[config.mk]
export PLATFORM = sky130hd
export DESIGN_NAME = pos_writer
export DESIGN_NICKNAME = d
export VERILOG_FILES = /design/src/rtl/graf_pkg.sv /design/src/rtl/pos_writer_pixel_scaler.sv /design/src/rtl/pos_writer.sv
export SDC_FILE = /design/constraint.sdc
export NUM_CORES = 1
export LEC_CHECK = 0
export BUFFER_PORTS_ARGS = -buffer_cell sky130_fd_sc_hd__buf_2
export CAP_MARGIN = 20
export CORE_MARGIN = 1
export CORE_UTILIZATION = 40
export CTS_CLUSTER_SIZE = 10
export DETAILED_ROUTE_END_ITERATION = 10
export GPL_TIMING_DRIVEN = 0
export PLACE_DENSITY = 0.64
export RECOVER_POWER = 25
export SLEW_MARGIN = 30
export SYNTH_ARGS = -nofsm -noshare
export SYNTH_HDL_FRONTEND = slang
export SYNTH_HIERARCHICAL = 1
export SYNTH_SLANG_ARGS = --single-unit
[constraint.sdc]
create_clock -name clk -period 2.8 [get_ports clk]
set_input_delay 0.42 -clock clk [delete_from_list [all_inputs] [get_ports clk]]
set_output_delay 0.42 -clock clk [all_outputs]
set_load 0.01 [all_outputs]
[src/rtl/graf_pkg.sv]
// graf_pkg: shared screen geometry, camera sentinel, framebuffer address width and pos_writer states
package graf_pkg;
  localparam int SCREEN_W = 640;
  localparam int SCREEN_H = 480;
  localparam logic [9:0] CAM_INVALID = 10'h3FF;
  localparam int FB_ADDR_W = 19;
  typedef enum logic [2:0] {S_IDLE, S_ACC, S_SCALE, S_ADDR, S_REQ} pw_state_e;
endpackage

[src/rtl/pos_writer_pixel_scaler.sv]
// pixel_scaler: registered ax/ay -> clamped (optionally mirrored) screen sx/sy at 5/8 scale; ports clk, reset, ax_i, ay_i, sx_o, sy_o
module pixel_scaler #(
  parameter bit MIRROR_X = 1'b0
) (
  input  logic       clk,
  input  logic       reset,
  input  logic [9:0] ax_i,
  input  logic [9:0] ay_i,
  output logic [9:0] sx_o,
  output logic [8:0] sy_o
);
  import graf_pkg::*;
  logic [9:0] px, py, cx;
  logic [8:0] cy;
  always_comb begin
    px = 10'((13'(ax_i) * 13'd5) >> 3);
    py = 10'((13'(ay_i) * 13'd5) >> 3);
    cx = px > 10'(SCREEN_W - 1) ? 10'(SCREEN_W - 1) : px;
    cy = py > 10'(SCREEN_H - 1) ? 9'(SCREEN_H - 1) : py[8:0];
  end
  always_ff @(posedge clk) begin
    if (reset) begin
      sx_o <= '0;
      sy_o <= '0;
    end else begin
      sx_o <= MIRROR_X ? 10'(SCREEN_W - 1) - cx : cx;
      sy_o <= cy;
    end
  end
endmodule

[src/rtl/pos_writer.sv]
// pos_writer: averages camera blob samples into 640x480 framebuffer writes; ports clk, reset, x, y, pos_valid, wr_req/wr_addr/wr_data/wr_ack, pen_down, dropped
module pos_writer
  import graf_pkg::*;
#(
  parameter int              DATA_W   = 8,
  parameter logic [DATA_W-1:0] COLOR  = 8'hFF,
  parameter int              AVG_LOG2 = 2,
  parameter bit              MIRROR_X = 1'b0
) (
  input  logic                 clk,
  input  logic                 reset,
  input  logic [9:0]           x,
  input  logic [9:0]           y,
  input  logic                 pos_valid,
  output logic                 wr_req,
  output logic [FB_ADDR_W-1:0] wr_addr,
  output logic [DATA_W-1:0]    wr_data,
  input  logic                 wr_ack,
  output logic                 pen_down,
  output logic [7:0]           dropped
);
  localparam int SW = 10 + AVG_LOG2;
  localparam int CW = AVG_LOG2 + 1;
  pw_state_e state_q;
  logic [SW-1:0] sum_x_q, sum_y_q;
  logic [CW-1:0] cnt_q;
  logic [9:0] sx;
  logic [8:0] sy;
  logic invalid, busy, last;
  assign invalid = x == CAM_INVALID || y == CAM_INVALID;
  assign busy = state_q == S_SCALE || state_q == S_ADDR || state_q == S_REQ;
  // sums and count are zero in S_IDLE, so idle and accumulate share one path
  assign last = cnt_q == CW'((1 << AVG_LOG2) - 1);
  pixel_scaler #(.MIRROR_X(MIRROR_X)) u_scaler (
    .clk  (clk),
    .reset(reset),
    .ax_i (10'(sum_x_q >> AVG_LOG2)),
    .ay_i (10'(sum_y_q >> AVG_LOG2)),
    .sx_o (sx),
    .sy_o (sy)
  );
  always_ff @(posedge clk) begin
    if (reset) begin
      state_q  <= S_IDLE;
      sum_x_q  <= '0;
      sum_y_q  <= '0;
      cnt_q    <= '0;
      wr_req   <= 1'b0;
      wr_addr  <= '0;
      wr_data  <= '0;
      pen_down <= 1'b0;
      dropped  <= '0;
    end else begin
      if (pos_valid && busy && dropped != 8'hFF) dropped <= dropped + 8'd1;
      case (state_q)
        S_IDLE, S_ACC: if (pos_valid) begin
          if (invalid) begin
            sum_x_q  <= '0;
            sum_y_q  <= '0;
            cnt_q    <= '0;
            pen_down <= 1'b0;
            state_q  <= S_IDLE;
          end else begin
            sum_x_q <= sum_x_q + SW'(x);
            sum_y_q <= sum_y_q + SW'(y);
            cnt_q   <= cnt_q + CW'(1);
            state_q <= last ? S_SCALE : S_ACC;
          end
        end
        S_SCALE: state_q <= S_ADDR;
        S_ADDR: begin
          // sy*640 as (sy<<9)+(sy<<7)
          wr_addr <= FB_ADDR_W'({sy, 9'b0}) + FB_ADDR_W'({sy, 7'b0}) + FB_ADDR_W'(sx);
          wr_data <= COLOR;
          wr_req  <= 1'b1;
          state_q <= S_REQ;
        end
        S_REQ: if (wr_ack) begin
          wr_req   <= 1'b0;
          pen_down <= 1'b1;
          sum_x_q  <= '0;
          sum_y_q  <= '0;
          cnt_q    <= '0;
          state_q  <= S_IDLE;
        end
        default: state_q <= S_IDLE;
      endcase
    end
  end
endmodule

== After elaboration in Yosys (flattened, before gate mapping) ==
Index checks and enable logic that the tools add are counted.
Word-level totals
  register bits: 79
  input port bits: 24
  output and inout bits: 37
  logic and storage cells: 72
Cells by class
  $add $sub $neg: 6
  multiply operators: 2
  magnitude comparators: 2
  equal/unequal tests: 11
  muxes and demuxes: 23
  reductions and logical operators: 15
Operators with widths (number)
  12-bit two-way mux: 5
  12-bit one-hot mux with 2 select lines: 2
  10-bit by 3-bit multiplier with 13-bit output (second input constant): 2
  12-bit by 10-bit adder with 12-bit output: 2
  10-bit equality test (second input constant): 2
  18-bit by 16-bit adder with 19-bit output: 1
  19-bit by 10-bit adder with 19-bit output: 1
  3-bit two-way mux: 4
  3-bit one-hot mux with 4 select lines: 1
  10-bit greater-than comparator (second input constant): 1
  10-bit by 9-bit greater-than comparator with 1-bit output (second input constant): 1
  10-bit two-way mux: 1
  3-bit by 2-bit equality test with 1-bit output (second input constant): 3
  9-bit two-way mux: 1
  8-bit by 1-bit adder with 8-bit output (second input constant): 1
  8-bit != test (second input constant): 1
  2-bit != test (second input constant): 3
  3-bit one-hot mux with 2 select lines: 1
  2-bit OR reduction: 3
  1-bit two-way mux: 4
  2-bit two-way mux: 2
  1-bit one-hot mux with 2 select lines: 2
  2-bit AND reduction: 2
  4-bit AND reduction: 1
  other kinds (8): 12

== Depth between registers and ports, before layout ==
  word-level depth: 5
  mapped depth: 10
  depth with buffers taken out: 10

== Cells and area by module ==
The synthesis kept the hierarchy.
Modules (own cells, without submodules)
  pos_writer: times used 1, cells an instance 444, area each 3754.9 um^2, seq. area each 1201.2 um^2
  pixel_scaler: times used 1, cells an instance 157, area each 1475.2 um^2, seq. area each 380.4 um^2

== Worst setup path before layout ==
OpenSTA, ideal clock, no wires.
  path type: register -> register
  start point: register sum_x_q[3]
  end point: register u_scaler.sx_o[7]
  setup time: 116 ps
  arrival time: 2421 ps
  data required time: 2684 ps
  path slack: 263 ps
  cell stages (with the launch flop): 10
  path buffers: 0
  period minus slack after synthesis: 2537 ps
  cell sequence: dfxtp_1 > ha_1 > ha_1 > fa_1 > a211oi_1 > nor2_1 > o41a_1 > and4bb_2 > o31ai_4 > and3b_1
On the way
  word-level cells in the longest chain between the ends: 3
RTL lines
  start: declaration: RTL line pos_writer.sv:25  | logic [SW-1:0] sum_x_q, sum_y_q;
  start signal: assignment: RTL line pos_writer.sv:64  | sum_x_q <= sum_x_q + SW'(x);
  10-bit by 3-bit multiplier with 13-bit output *: RTL line pos_writer_pixel_scaler.sv:16  | px = 10'((13'(ax_i) * 13'd5) >> 3);
  10-bit greater-than comparator: RTL line pos_writer_pixel_scaler.sv:18  | cx = px > 10'(SCREEN_W - 1) ? 10'(SCREEN_W - 1) : px;
  2-bit OR reduction (no line)
  end signal: assignment: RTL line pos_writer_pixel_scaler.sv:26  | sx_o <= MIRROR_X ? 10'(SCREEN_W - 1) - cx : cx;
  end: declaration: RTL line pos_writer_pixel_scaler.sv:9  | output logic [9:0] sx_o,
Every way passes the cells marked *; elsewhere a longest branch is shown, timed or not.
A chain may end at the register's enable or synchronous reset.

== Worst setup path after layout ==
  start point: register sum_x_q[3]
  end point: register u_scaler.sx_o[1]
On the way
  word-level cells in the longest chain between the ends: 3
RTL lines (RTL line)
  10-bit by 3-bit multiplier with 13-bit output *: pos_writer_pixel_scaler.sv:16
  10-bit greater-than comparator: pos_writer_pixel_scaler.sv:18
  10-bit two-way mux *: pos_writer_pixel_scaler.sv:18
Marks and branches as above.

==> results.txt <==
Via density: 5.29
Worst VDD drop: 0.397 mV
Die ar.: 13,500 um^2
Area growth, synth to finish: 15.6%
status: finished, final reports clean
antenna-violating nets left: 0
leading cell types by total area after synthesis: dfxtp_1 30%, ha_1 17%, a21oi_1 5.9%
Root Driver: clkbuf_16
hold_buf cts: 0
Pwr per Cell Area: 578 nW/um^2
mux cell area share after synthesis: 0.00766
placed cell areas: 5740 um^2
register-to-register setup slack: 0.10 ns
Synth Area in Simple Gates: 0.165
Slew @ Worst Pin: 0.711 ns
Post-Syn Instances: 601
crit path max fanout: 8
Mean Syn Cell Area: 8.70 um^2
drc violations: 0
CTS tree: done
CP peak stage delay: 0.39 ns
post-synthesis register bit count: 79
Max Clock Freq: 371 MHz
Die Span Y: 116 um
Final Cycle Share: 0.964
# diodes: 0
first-pass GRT wire length: 19.3 mm
Crit. path cell count: 9
worst r2r src: sum_x_q[3]$_SDFFE_PP0P_
CP Launch Type: register
setup TNS: 0 ns
worst path bufs/invs: 0
minimum clock period: 2.70 ns
RSZ-0062 raised after global routing: no
Crit path top cell by count: ha_1
critical path launch point: sum_x_q[3]$_SDFFE_PP0P_
Synth Area in Compound Gates: 0.222
Initial Utilization: 0.413
Main synth FF type: dfxtp_1
Post-Syn Nets: 701
CP max-delay cell: fa_2
post-synth top area share: 0.302
Die Width: 116 um
most instantiated library cell after synthesis: dfxtp_1
clock slew at reported path FFs: 0.06 ns
largest net degree at the start of global routing: 14
CTS Sinks: 79
H-tree Lvls: 3
FF-to-FF path depth: 9
layout cell share with drive strength beyond 1: 0.123
Iteration-0 DRC Markers: 211
largest family of logic cells by synthesized area: compound AO/OA/AOI/OAI gates
Min-Delay Path Class: input port to register
Pwr Total: 3490 uW
biggest area consumer among synthesized cells: dfxtp_1
Synth top cells by count: 79 x dfxtp_1, 70 x ha_1, 62 x a21oi_1
I/O pins: 61
Slew headroom: 0.522
crit path capture: u_scaler/sx_o[1]$_SDFF_PP0_
post-route cell area: 6050 um^2
final WL: 11.8 mm
routability cong.: 0.875
Required @ worst endpoint: 3.05 ns
Synth Cell Area: 5230 um^2
nets: 771
asr flop ratio synth: 0
port buffer count: 59
Setup Viol. Count Final: 0
reg2reg end: u_scaler/sx_o[1]$_SDFF_PP0_
clk_lat worst skew: 0.33 ns
critical path class: register to register
DR vias: 4,477
CP cell instances: ha_1, ha_1, fa_2, a211oi_2, nor2_1, o41a_1, and4bb_2, o31ai_4, a21oi_1
clk buf depth: 2
Ys Warns: 6
register area share after synthesis: 0.302
Final Hold Viols: 0
Yosys cell types: 64
DR WL/cell: 14.0 um
number of global-route vias before repair: 4,166
number of slew-limit violations in the final report: 0
crit path capture type: register
Pre-antenna DRT Iters: 5
Layout fillers: 1,258
leakage: 0.00265 uW
Rows: 41
Max Cap Viol: 0
CP arrival: 2.94 ns
number of synthesized flops with an enable pin: 0
initial antenna violation count: 0
skew final: 0.00631 ns
dpl hpwl: 9.30 mm
core area: 12,700 um^2
CP top delay family: adder cells
adder-cell share of the synthesized area: 0.190
# Post-CTS Setup Buffers: 0
TritonCTS buffer count: 9
GR Overflow Total: 0
Post-Synth XOR/XNOR Area: 0.0670
Tot GR Track Use: 0.182
cts repair resizes: 0
[tightest hold or removal path, cell delays in order]
cell and delay (ns):
buf_2 0.13, nand3_1 0.08, a21oi_1 0.05
[area by class of cell]
| class | count | area [um^2] | share of cell area |
|---|---|---|---|
| clock inverter | 5 | 82.6 | 0.0137 |
| buffer | 26 | 139 | 0.0230 |
| timing repair buffer | 59 | 260 | 0.0430 |
| inverter | 27 | 101 | 0.0168 |
| clock buffer | 10 | 239 | 0.0395 |
| sequential | 79 | 1590 | 0.262 |
| tap | 172 | 215 | 0.0356 |
| multi-input combinational | 469 | 3420 | 0.566 |
[per-stage QoR]
step,setup slack [ns],hold WS (ns),cells,utilization
2_1_floorplan,0.263,0.417,601,-
3_3_place_gp,0.0823,0.437,832,0.453
5_1_grt,0.00485,0.424,847,0.477
4_1_cts,0.0322,0.394,847,0.478
6_report,0.101,0.400,847,0.477
3_5_place_dp,0.0529,0.428,832,0.453
[kinds of logic (layout without fill, tap and decap cells)]
| group | after synthesis | in the layout |
|---|---|---|
| adder cells (fa/ha/maj) | 76 | 76 |
| AO/OA/AOI/OAI | 174 | 174 |
| buffers and inverters | 53 | 127 |
| multiplexers | 4 | 4 |
| XOR/XNOR | 40 | 40 |
| flip-flops | 79 | 79 |
| AND/OR/NAND/NOR | 175 | 175 |
[metal layers]
layer / share of wire / track usage / vias to the layer above
met2: 0.46 / 0.310 / 82
met1: 0.49 / 0.233 / 2085
met4: 0.010 / 0.0521 / 0
li1: - / - / 2295
met5: 0 / 0 / -
met3: 0.037 / 0.0332 / 15
[report_power, final]
part           total (uW)  internal [uW]  switching (uW)
clock network        1260            801             459
registers            1310           1220            87.2
logic                 924            403             520
total                3490           2430            1070
[worst min-delay path by stage]
| stage | from | end | slack (ns) | cells past startpoint |
|---|---|---|---|---|
| global route | wr_ack | pen_down$_SDFFE_PP0P_ | 0.42 | 3 |
| detailed placement | u_scaler/sx_o[2]$_SDFF_PP0_ | wr_addr[2]$_SDFFE_PP0P_ | 0.43 | 2 |
| CTS | wr_ack | pen_down$_SDFFE_PP0P_ | 0.39 | 3 |
| finish | wr_ack | pen_down$_SDFFE_PP0P_ | 0.40 | 3 |
| floorplan | u_scaler/sx_o[0]$_SDFF_PP0_ | wr_addr[0]$_SDFFE_PP0P_ | 0.42 | 2 |
| global placement | u_scaler/sx_o[3]$_SDFF_PP0_ | wr_addr[3]$_SDFFE_PP0P_ | 0.44 | 2 |
[state kept, by name (all words and copies together) (netlist names)]
signal         count
pen_down           1
u_scaler/sx_o     10
sum_y_q           12
dropped            8
wr_data            1
state_q            3
cnt_q              3
wr_req             1
sum_x_q           12
wr_addr           19
u_scaler/sy_o      9
[cells in the final DEF, fill, tap and decap left out, drive strengths merged, types with 3 or more instances in the layout]
cell	synthesis	layout
nand3	8	8
nor2b	4	4
buf	15	46
and4	3	3
and2	5	5
o21bai	5	5
a22o	3	3
nor2	63	63
a22oi	17	17
mux2i	4	4
a211oi	10	10
and3b	3	3
nand2b	7	7
o31ai	6	6
nor3	9	9
o21ai	26	26
nand4	8	8
xnor2	17	17
clkinv	0	3
inv	27	27
a31oi	6	6
a21o	11	11
dfxtp	79	79
nand2	51	51
fa	6	6
a21oi	63	63
o21a	7	7
clkbuf	11	49
xor2	23	23
ha	70	70
Power figures use the tool's default switching activity.
